`src/rtl/compact.sv`:
```
// compact -- RV32I instruction compressor and halfword packer.
//
// Each accepted 32-bit instruction is rewritten into its 16-bit RVC form when
// compress_en is high and one of the supported rewrite rules matches; otherwise
// it is forwarded unchanged. The resulting stream of 16- and 32-bit codes is
// packed into 32-bit words, lower halfword first. A stream ends with in_last;
// any dangling halfword is then padded with a c.nop (0x0001).
//
// Ports
//   clock        single clock, all state updates on its rising edge
//   reset        asynchronous active-low reset
//   in_valid     input instruction valid
//   in_ready     input accepted when in_valid && in_ready
//   in_instr     uncompressed RV32I instruction
//   in_last      final instruction of a stream, forces a flush
//   compress_en  0: pack only, no compression
//   out_valid    packed word valid (registered)
//   out_ready    sink accepts the word when out_valid && out_ready
//   out_data     packed word, [15:0] holds the earlier halfword
//   out_last     final word of a stream
//   count        number of instructions emitted in 16-bit form (wraps)
module compact #(
  parameter int CNT_W = 16
) (
  input  logic             clock,
  input  logic             reset,
  input  logic             in_valid,
  output logic             in_ready,
  input  logic [31:0]      in_instr,
  input  logic             in_last,
  input  logic             compress_en,
  output logic             out_valid,
  input  logic             out_ready,
  output logic [31:0]      out_data,
  output logic             out_last,
  output logic [CNT_W-1:0] count
);

  typedef enum logic [1:0] {
    ST_EMPTY = 2'd0,
    ST_HALF  = 2'd1,
    ST_PAD   = 2'd2
  } state_t;

  localparam logic [6:0] OP_IMM    = 7'b0010011;
  localparam logic [6:0] OP_LUI    = 7'b0110111;
  localparam logic [6:0] OP_LOAD   = 7'b0000011;
  localparam logic [6:0] OP_STORE  = 7'b0100011;
  localparam logic [6:0] OP_JAL    = 7'b1101111;
  localparam logic [6:0] OP_JALR   = 7'b1100111;
  localparam logic [6:0] OP_BRANCH = 7'b1100011;
  localparam logic [6:0] OP_REG    = 7'b0110011;

  // Returns {match, rvc16}. The first matching rule wins.
  function automatic logic [16:0] f_compress(input logic [31:0] ins);
    logic [6:0]  op;
    logic [4:0]  rd;
    logic [4:0]  rs1;
    logic [4:0]  rs2;
    logic [2:0]  f3;
    logic [6:0]  f7;
    logic [11:0] imm_i;
    logic [11:0] imm_s;
    logic [20:1] imm_j;
    logic [12:1] imm_b;
    logic        rd_c;
    logic        rs1_c;
    logic        rs2_c;
    logic        fit6;
    logic [16:0] r;
    op    = ins[6:0];
    rd    = ins[11:7];
    f3    = ins[14:12];
    rs1   = ins[19:15];
    rs2   = ins[24:20];
    f7    = ins[31:25];
    imm_i = ins[31:20];
    imm_s = {ins[31:25], ins[11:7]};
    imm_j = {ins[31], ins[19:12], ins[20], ins[30:21]};
    imm_b = {ins[31], ins[7], ins[30:25], ins[11:8]};
    // r' registers are x8..x15
    rd_c  = (rd[4:3]  == 2'b01);
    rs1_c = (rs1[4:3] == 2'b01);
    rs2_c = (rs2[4:3] == 2'b01);
    // I-immediate fits a 6-bit signed field
    fit6  = (&imm_i[11:5]) | (~|imm_i[11:5]);
    r     = 17'h0;
    case (op)
      OP_IMM: begin
        case (f3)
          3'b000: begin
            if (ins == 32'h0000_0013)
              r = {1'b1, 16'h0001};
            else if (rd == rs1 && rd != 5'd0 && imm_i != 12'd0 && fit6)
              r = {1'b1, 3'b000, imm_i[5], rd, imm_i[4:0], 2'b01};
            else if (rd == 5'd2 && rs1 == 5'd2 && imm_i != 12'd0 && imm_i[3:0] == 4'd0 &&
                     (imm_i[11:9] == 3'b000 || imm_i[11:9] == 3'b111))
              r = {1'b1, 3'b011, imm_i[9], 5'd2, imm_i[4], imm_i[6], imm_i[8:7], imm_i[5], 2'b01};
            else if (rs1 == 5'd2 && rd_c && imm_i != 12'd0 && imm_i[1:0] == 2'd0 && imm_i[11:10] == 2'd0)
              r = {1'b1, 3'b000, imm_i[5:4], imm_i[9:6], imm_i[2], imm_i[3], rd[2:0], 2'b00};
            else if (rs1 == 5'd0 && rd != 5'd0 && fit6)
              r = {1'b1, 3'b010, imm_i[5], rd, imm_i[4:0], 2'b01};
            else if (rd != 5'd0 && rs1 != 5'd0 && imm_i == 12'd0)
              r = {1'b1, 4'b1000, rd, rs1, 2'b10};
          end
          3'b001: begin
            if (f7 == 7'd0 && rd == rs1 && rd != 5'd0 && rs2 != 5'd0)
              r = {1'b1, 3'b000, 1'b0, rd, rs2, 2'b10};
          end
          3'b101: begin
            // ins[30] separates srai from srli
            if ((f7 == 7'b0000000 || f7 == 7'b0100000) && rd == rs1 && rd_c && rs2 != 5'd0)
              r = {1'b1, 3'b100, 1'b0, 1'b0, f7[5], rd[2:0], rs2, 2'b01};
          end
          3'b111: begin
            if (rd == rs1 && rd_c && fit6)
              r = {1'b1, 3'b100, imm_i[5], 2'b10, rd[2:0], imm_i[4:0], 2'b01};
          end
          default: r = 17'h0;
        endcase
      end
      OP_LUI: begin
        if (rd != 5'd0 && rd != 5'd2 && ins[17:12] != 6'd0 &&
            ((&ins[31:17]) | (~|ins[31:17])))
          r = {1'b1, 3'b011, ins[17], rd, ins[16:12], 2'b01};
      end
      OP_LOAD: begin
        if (f3 == 3'b010) begin
          if (rd_c && rs1_c && imm_i[1:0] == 2'd0 && imm_i[11:7] == 5'd0)
            r = {1'b1, 3'b010, imm_i[5:3], rs1[2:0], imm_i[2], imm_i[6], rd[2:0], 2'b00};
          else if (rs1 == 5'd2 && rd != 5'd0 && imm_i[1:0] == 2'd0 && imm_i[11:8] == 4'd0)
            r = {1'b1, 3'b010, imm_i[5], rd, imm_i[4:2], imm_i[7:6], 2'b10};
        end
      end
      OP_STORE: begin
        if (f3 == 3'b010) begin
          if (rs2_c && rs1_c && imm_s[1:0] == 2'd0 && imm_s[11:7] == 5'd0)
            r = {1'b1, 3'b110, imm_s[5:3], rs1[2:0], imm_s[2], imm_s[6], rs2[2:0], 2'b00};
          else if (rs1 == 5'd2 && rs2 != 5'd0 && imm_s[1:0] == 2'd0 && imm_s[11:8] == 4'd0)
            r = {1'b1, 3'b110, imm_s[5:2], imm_s[7:6], rs2, 2'b10};
        end
      end
      OP_JAL: begin
        // offset must fit a 12-bit signed field
        if (((&imm_j[20:11]) | (~|imm_j[20:11])) && (rd == 5'd0 || rd == 5'd1))
          r = {1'b1, (rd == 5'd0) ? 3'b101 : 3'b001, imm_j[11], imm_j[4], imm_j[9:8], imm_j[10],
               imm_j[6], imm_j[7], imm_j[3:1], imm_j[5], 2'b01};
      end
      OP_JALR: begin
        if (f3 == 3'b000 && imm_i == 12'd0 && rs1 != 5'd0 && (rd == 5'd0 || rd == 5'd1))
          r = {1'b1, 3'b100, rd[0], rs1, 5'd0, 2'b10};
      end
      OP_BRANCH: begin
        if ((f3 == 3'b000 || f3 == 3'b001) && rs1_c && rs2 == 5'd0 &&
            ((&imm_b[12:8]) | (~|imm_b[12:8])))
          r = {1'b1, 2'b11, f3[0], imm_b[8], imm_b[4:3], rs1[2:0], imm_b[7:6], imm_b[2:1],
               imm_b[5], 2'b01};
      end
      OP_REG: begin
        if (f3 == 3'b000 && f7 == 7'd0 && rd == rs1 && rd != 5'd0 && rs2 != 5'd0)
          r = {1'b1, 4'b1001, rd, rs2, 2'b10};
        else if (f3 == 3'b000 && f7 == 7'd0 && rs1 == 5'd0 && rd != 5'd0 && rs2 != 5'd0)
          r = {1'b1, 4'b1000, rd, rs2, 2'b10};
        else if (rd == rs1 && rd_c && rs2_c) begin
          if (f3 == 3'b000 && f7 == 7'b0100000)
            r = {1'b1, 6'b100011, rd[2:0], 2'b00, rs2[2:0], 2'b01};
          else if (f3 == 3'b100 && f7 == 7'd0)
            r = {1'b1, 6'b100011, rd[2:0], 2'b01, rs2[2:0], 2'b01};
          else if (f3 == 3'b110 && f7 == 7'd0)
            r = {1'b1, 6'b100011, rd[2:0], 2'b10, rs2[2:0], 2'b01};
          else if (f3 == 3'b111 && f7 == 7'd0)
            r = {1'b1, 6'b100011, rd[2:0], 2'b11, rs2[2:0], 2'b01};
        end
      end
      default: begin
        if (ins == 32'h0010_0073)
          r = {1'b1, 16'h9002};
      end
    endcase
    return r;
  endfunction

  state_t           r_state;
  state_t           w_state_nxt;
  logic             r_run;
  logic [15:0]      r_p;
  logic             r_out_valid;
  logic [31:0]      r_out_data;
  logic             r_out_last;
  logic [CNT_W-1:0] r_count;

  logic [16:0]      w_cmp;
  logic             w_hit;
  logic [15:0]      w_c;
  logic             w_slot_free;
  logic             w_acc;
  logic             w_load;
  logic [31:0]      w_word;
  logic             w_word_last;
  logic             w_p_we;
  logic [15:0]      w_p_nxt;

  assign w_cmp       = f_compress(in_instr);
  assign w_hit       = compress_en & w_cmp[16];
  assign w_c         = w_cmp[15:0];
  assign w_slot_free = !r_out_valid || out_ready;
  // r_run holds in_ready low during reset and until the first edge after release
  assign in_ready    = r_run && (r_state != ST_PAD) && w_slot_free;
  assign w_acc       = in_valid && in_ready;

  assign out_valid = r_out_valid;
  assign out_data  = r_out_data;
  assign out_last  = r_out_last;
  assign count     = r_count;

  always_ff @(posedge clock or negedge reset) begin
    if (!reset) r_state <= ST_EMPTY;
    else        r_state <= w_state_nxt;
  end

  always_comb begin
    w_state_nxt = r_state;
    case (r_state)
      ST_EMPTY: if (w_acc && w_hit && !in_last) w_state_nxt = ST_HALF;
      ST_HALF: begin
        if (w_acc) begin
          if (w_hit)        w_state_nxt = ST_EMPTY;
          else if (in_last) w_state_nxt = ST_PAD;
        end
      end
      ST_PAD:   if (w_slot_free) w_state_nxt = ST_EMPTY;
      default:  w_state_nxt = ST_EMPTY;
    endcase
  end

  always_comb begin
    w_load      = 1'b0;
    w_word      = 32'h0;
    w_word_last = 1'b0;
    w_p_we      = 1'b0;
    w_p_nxt     = r_p;
    case (r_state)
      ST_EMPTY: begin
        if (w_acc) begin
          if (w_hit && !in_last) begin
            w_p_we  = 1'b1;
            w_p_nxt = w_c;
          end else if (w_hit) begin
            w_load      = 1'b1;
            w_word      = {16'h0001, w_c};
            w_word_last = 1'b1;
          end else begin
            w_load      = 1'b1;
            w_word      = in_instr;
            w_word_last = in_last;
          end
        end
      end
      ST_HALF: begin
        if (w_acc) begin
          w_load = 1'b1;
          if (w_hit) begin
            w_word      = {w_c, r_p};
            w_word_last = in_last;
          end else begin
            // upper half of a 32-bit instruction becomes the new pending halfword
            w_word  = {in_instr[15:0], r_p};
            w_p_we  = 1'b1;
            w_p_nxt = in_instr[31:16];
          end
        end
      end
      ST_PAD: begin
        if (w_slot_free) begin
          w_load      = 1'b1;
          w_word      = {16'h0001, r_p};
          w_word_last = 1'b1;
        end
      end
      default: w_load = 1'b0;
    endcase
  end

  always_ff @(posedge clock or negedge reset) begin
    if (!reset) begin
      r_run       <= 1'b0;
      r_p         <= 16'h0;
      r_out_valid <= 1'b0;
      r_out_data  <= 32'h0;
      r_out_last  <= 1'b0;
      r_count     <= '0;
    end else begin
      r_run <= 1'b1;
      if (w_p_we) r_p <= w_p_nxt;
      if (w_load) begin
        r_out_valid <= 1'b1;
        r_out_data  <= w_word;
        r_out_last  <= w_word_last;
      end else if (out_ready) begin
        r_out_valid <= 1'b0;
        r_out_last  <= 1'b0;
      end
      if (w_acc && w_hit) r_count <= r_count + CNT_W'(1);
    end
  end

endmodule
```
`config.mk`:
```
export PLATFORM = sky130hd
export DESIGN_NAME = compact
export DESIGN_NICKNAME = d
export VERILOG_FILES = /design/src/rtl/compact.sv
export SDC_FILE = /design/constraint.sdc
export NUM_CORES = 1
export LEC_CHECK = 0
export ABC_AREA = 0
export ABC_CLOCK_PERIOD_IN_PS = 4820
export BUFFER_PORTS_ARGS = -buffer_cell sky130_fd_sc_hd__buf_2
export CAP_MARGIN = 20
export CORE_MARGIN = 2
export CORE_UTILIZATION = 63
export CTS_CLUSTER_DIAMETER = 150
export CTS_CLUSTER_SIZE = 16
export DETAILED_ROUTE_END_ITERATION = 8
export PLACE_DENSITY_LB_ADDON = 0.15
export SYNTH_ARGS = -nofsm -noshare
export SYNTH_HDL_FRONTEND = slang
export SYNTH_SLANG_ARGS = --single-unit
```
`constraint.sdc`:
```
create_clock -name clock -period 4.82 [get_ports clock]
set_input_delay 0.723 -clock clock [delete_from_list [all_inputs] [get_ports clock]]
set_output_delay 0.723 -clock clock [all_outputs]
set_load 0.02 [all_outputs]
```
* After elaboration in Yosys (flattened, before gate mapping) *
Cells that the tools add are included.

word-level totals
  register bits = 69
  output and inout port bits = 51

cells by class
  add/sub/neg operators = 1
  eq/ne operators = 36
  muxes and demuxes = 67
  bitwise gates (word level) = 5
  reductions and logical operators = 105

operators with widths
  operator               number
  $mux 17                28
  $mux 32                5
  $pmux 17 s8            1
  $pmux 32 s3            1
  $pmux 17 s4            1
  $mux 16                4
  $logic_and 1x1->1      63
  $eq 32x21->1 const B   1
  $eq 32x5->1 const B    1
  $pmux 16 s2            1
  $eq 7x6->1 const B     4
  $eq 7x7->1 const B     3
  $logic_not 5->1        4
  $add 16x1->16 const B  1
  $mux 1                 16
  $eq 3x3->1 const B     5
  $reduce_and 15->1      1
  $reduce_bool 5->1      3
  $reduce_or 15->1       1
  $ne 2x2->1 const B     7
  $logic_not 12->1       1
  $reduce_bool 12->1     1
  $eq 5x2->1 const B     2
  $mux 2                 5
  32 further kinds       54

* Logic depth before layout (Yosys ltp) *
  depth after elaboration = 17
  gate-level depth with buffers = 14

* Least setup slack after synthesis *
Ideal clock, no wire load.

  path type = input to register
  from = input in_instr[22]
  to = register r_p[0]
  arrival time = 3.831 ns
  required time = 4.695 ns
  slack = 0.864 ns
  stages = 11
  path buffers = 2
  cells stage by stage = or4_1 -> clkbuf_1 -> or4_4 -> o32a_1 -> or3_4 -> nand4_4 -> o31ai_2 -> or3_4 -> a21boi_4 -> buf_12 -> mux2_4

on the way
  longest elaborated chain between the ends = 16
  elaborated cells between the ends (all ways) = 65
  classes of those cells = eq/ne: 4; mux: 27; bitwise: 2; reduce/logical: 32

ends and longest elaborated chain
  element                                                        RTL line  text
  start: declaration                                             29        input logic [31:0] in_instr,
  $logic_not 12->1 / $reduce_bool 12->1 (equally long branches)  n/a
  $logic_and 1x1->1, on equally long branches                    103, 99
  $mux 17 / $logic_and 1x1->1 (equally long branches)            103, 99
  $mux 17 / $logic_and 1x1->1 (equally long branches)            101, 99
  $mux 17                                                        99        else if (rs1 == 5'd2 && rd_c && imm_i != 12'd0 && imm_i[1:0] == 2'd0 && imm_i[11:10] == 2'd0)
  $mux 17                                                        96        else if (rd == 5'd2 && rs1 == 5'd2 && imm_i != 12'd0 && imm_i[3:0] == 4'd0 &&
  $mux 17                                                        94        else if (rd == rs1 && rd != 5'd0 && imm_i != 12'd0 && fit6)
  $mux 17                                                        92        if (ins == 32'h0000_0013)
  $pmux 17 s4                                                    90        case (f3)
  $pmux 17 s8 (*)                                                88        case (op)
  $and 1x1->1                                                    204       assign w_hit = compress_en & w_cmp[16];
  $logic_and 1x1->1                                              245       if (w_hit && !in_last) begin
  $mux 1                                                         245
  $mux 1                                                         244       if (w_acc) begin
  $pmux 1 s2                                                     242       case (r_state)
  $reduce_and 6->1 (no line)                                     n/a
  end signal: assignment                                         294       if (w_p_we) r_p <= w_p_nxt;
  end: declaration                                               186       logic [15:0] r_p;

Every way passes the cells marked *; elsewhere a longest branch is shown, timed or not. The select of a mux whose other input is x is not followed.
A chain may end at the register's enable or synchronous reset.

* Final worst setup path *
  from = input in_instr[4]
  to = register r_p[12]

on the way
  longest elaborated chain between the ends = 10
  elaborated cells between the ends (all ways) = 27
  classes of those cells = eq/ne: 12; mux: 12; bitwise: 1; reduce/logical: 2

ends and longest elaborated chain
  element                     RTL line
  $eq 32x5->1                 92
  $mux 17                     92
  $pmux 17 s4                 90
  $pmux 17 s8 (*)             88
  $and 1x1->1                 204
  $logic_and 1x1->1           245
  $mux 1                      245
  $mux 1                      244
  $pmux 1 s2                  242
  $reduce_and 6->1 (no line)  n/a

Marks and branches as above.

==> key figures <==
Outcome
  – Run status: complete, no violations

Timing
  – Tmin final: 4.39 ns
  – Relative slew slack: 30.2%
  – Worst clock skew: 0.0138 ns
  – Setup TNS Final: 0 ns
  – Slew @ Worst Pin: 1.04 ns
  – Setup Viol. Count Final: 0
  – Fmax: 228 MHz
  – Final worst-path setup slack: 0.428 ns
  – Setup repair after global routing missed its margin: false
  – Period utilisation layout: 91.1%
  – Fin. max-slew vios: 0
  – Final Hold Viols: 0

Route
  – DR DRC count: 0
  – Iteration-0 DRC Markers: 1192
  – Via count: 6893
  – Pre-antenna DRT Iters: 7
  – Avg WL per Cell: 25.6 um
  – Final ANT Viol Nets: 0
  – Final wirelength: 22900 um
  – Drt via density: 7.69

Floorplanning
  – Core area: 0.00872 mm2
  – Rows: 34
  – DIE WIDTH: 99.0 um
  – Starting Density: 65.2%
  – Die Y: 99.0 um
  – Die Area: 0.00981 mm2
  – IO Pins: 89

Global routing
  – GR Overflow Total: 0
  – Largest net degree at the start of global routing: 70
  – Global-route wire length before repair: 35300 um
  – Vias in the first global route: 6523
  – Initial antenna violation count: 0
  – Tot GR Track Use: 46.5%

Clock network
  – CTS Hold Buffers Added: 0
  – Clock Sinks: 69
  – H-tree levels: 3
  – Inserted Clock Buffers: 9
  – Clk Latency, worst-skew pair: 0.35 ns
  – Root Buffer: clkbuf_8
  – TritonCTS clock tree: yes
  – Post-CTS Resized: 0
  – CTS max path bufs: 2
  – Worst-path clk slew: 0.08 ns
  – Post-CTS Setup Bufs: 0

Final layout
  – Antenna cell count: 0
  – Area Overhead vs Synth: 14.7%
  – Layout fillers: 657
  – Share of layout cells above drive strength 1: 23.9%
  – Fin cells: 896
  – Final net count: 823
  – Final core utilization: 74.8%

Pwr
  – Leak: 2.82 nW
  – PD cells: 308 mW/mm2
  – Maximum vdd drop: 0.188 mV

Flow run
  – MaxCap Viol Count: 0

Placement
  – Placed cells: 881
  – # port buffers: 88
  – Pre-CTS setup slack: 0.274 ns
  – Post-detail-place hpwl: 16800 um
  – Placer Congestion: 1.22

Min path
  – Hold Path Stages: 2
  – Hold Path Class: reg -> reg

Yosys
  – Main synth FF type: dfrtp_1
  – Cell taking the most area after synthesis: dfrtp_1
  – Most common cell in the netlist: nand2_1
  – Yosys top cell area share: 30.3%
  – Syn_nets: 739
  – Largest cells by area after synthesis: dfrtp_1 30%, nand2_1 5.3%, o21ai_0 3.6%, nor2_1 3.2%, clkbuf_1 2.8%
  – Syn_area_per_cell: 8.13 um2
  – Synth cell types: 79
  – Sequential share of the synthesized area: 30.3%
  – Post-synth EDFFs: 0
  – Post-synth ARST share: 100%
  – Register bit total from synthesis: 69
  – Synth Cell Area: 0.00569 mm2
  – Synth top cells by count: 80 x nand2_1, 69 x dfrtp_1, 48 x nor2_1
  – Yosys Warn Count: 0
  – Gate Count Post-Synth: 700

Worst setup path
  – Cell count of the worst reg-to-reg path: 9
  – Arr. time, crit path: 4.62 ns
  – Critical path class: in -> reg
  – Worst setup EP type: register
  – Worst EP required: 5.05 ns
  – CP Max Fanout: 12
  – Setup crit start kind: primary input
area by class of cell:
type | instances | area, um2 | area share (%)
multi-input cells | 566 | 3690 | 56.5
clock inverters | 6 | 63.8 | 0.978
well taps | 108 | 135 | 2.07
flip-flops and latches | 69 | 1730 | 26.5
clock buffers | 9 | 124 | 1.90
repair buffers | 127 | 746 | 11.4
inverters | 11 | 41.3 | 0.633
cell families (layout without fill, tap and decap cells):
group	Yosys count	count (layout)	share of synthesized area [%]
AND/OR/NAND/NOR	318	318	30.5
AO/OA/AOI/OAI	200	200	25.2
flip-flops	69	69	30.3
buffers and inverters	65	153	5.01
multiplexers	25	25	5.43
XOR/XNOR	21	21	3.23
adder cells (fa/ha/maj)	1	1	0.220
other	1	1	0.0659
sequential cells by signal, summed over array words and instances (netlist names):
name / count
count: 16
out_data: 32
out_last: 1
out_valid: 1
r_p: 16
r_run: 1
r_state: 2
power by group:
| part | leakage [nW] | internal, mW | switching [mW] | total, mW |
|---|---|---|---|---|
| Clock | 0.0915 | 0.236 | 0.249 | 0.486 |
| Combinational | 1.84 | 0.259 | 0.422 | 0.681 |
| Sequential | 0.890 | 0.739 | 0.107 | 0.846 |
| Total | 2.82 | 1.23 | 0.778 | 2.01 |
worst max-delay path, stage by stage:
cell      delay [ns]
buf_2           0.10
nor4b_1         0.80
nand2_1         0.29
nor4_1          0.94
nor4_1          0.15
buf_4           0.21
nand4_4         0.12
o31ai_4         0.10
or3_4           0.36
a21boi_4        0.29
buf_12          0.20
mux2_2          0.33
per-stage QoR:
| step | hold slack, ns | power (mW) | instance area [um2] |
|---|---|---|---|
| after floorplan | 0.427 | 1.25 | 5690 |
| after global placement | 0.450 | 1.49 | 6340 |
| after detailed placement | 0.451 | 1.52 | 6340 |
| after CTS | 0.469 | 2.00 | 6530 |
| after global routing | 0.494 | 2.08 | 6530 |
| final | 0.467 | 2.01 | 6530 |
placed cells by master, fill, tap and decap left out, drive strengths merged, types with 12 or more instances in the layout:
| cell type | n |
|---|---|
| inv | 12 |
| nand3 | 31 |
| o21ai | 41 |
| nor4 | 21 |
| nor3 | 33 |
| dfrtp | 69 |
| a22oi | 17 |
| buf | 127 |
| xnor2 | 12 |
| mux2 | 20 |
| a21oi | 31 |
| nand2 | 80 |
| nand4 | 25 |
| nor2 | 48 |
routing by layer:
| metal | global-route usage [%] | vias up | share of wire [%] |
|---|---|---|---|
| met5 | 0 | - | 0 |
| met4 | 29.9 | 0 | 9.1 |
| met3 | 17.0 | 230 | 16 |
| met2 | 67.5 | 705 | 41 |
| met1 | 58.4 | 3107 | 34 |
| li1 | - | 2851 | - |
worst paths after layout:
kind	from	slack, ns	end
max	in_instr[4]	0.43	r_p[12]
min	out_data[1]	0.47	out_data[1]
max reg2reg	out_valid	1.61	out_data[11]
min reg2reg	out_data[1]	0.47	out_data[1]
max in group asynchronous	reset	3.68	count[11]
min in group asynchronous	reset	0.54	r_p[3]
Power figures use the tool's default switching activity.
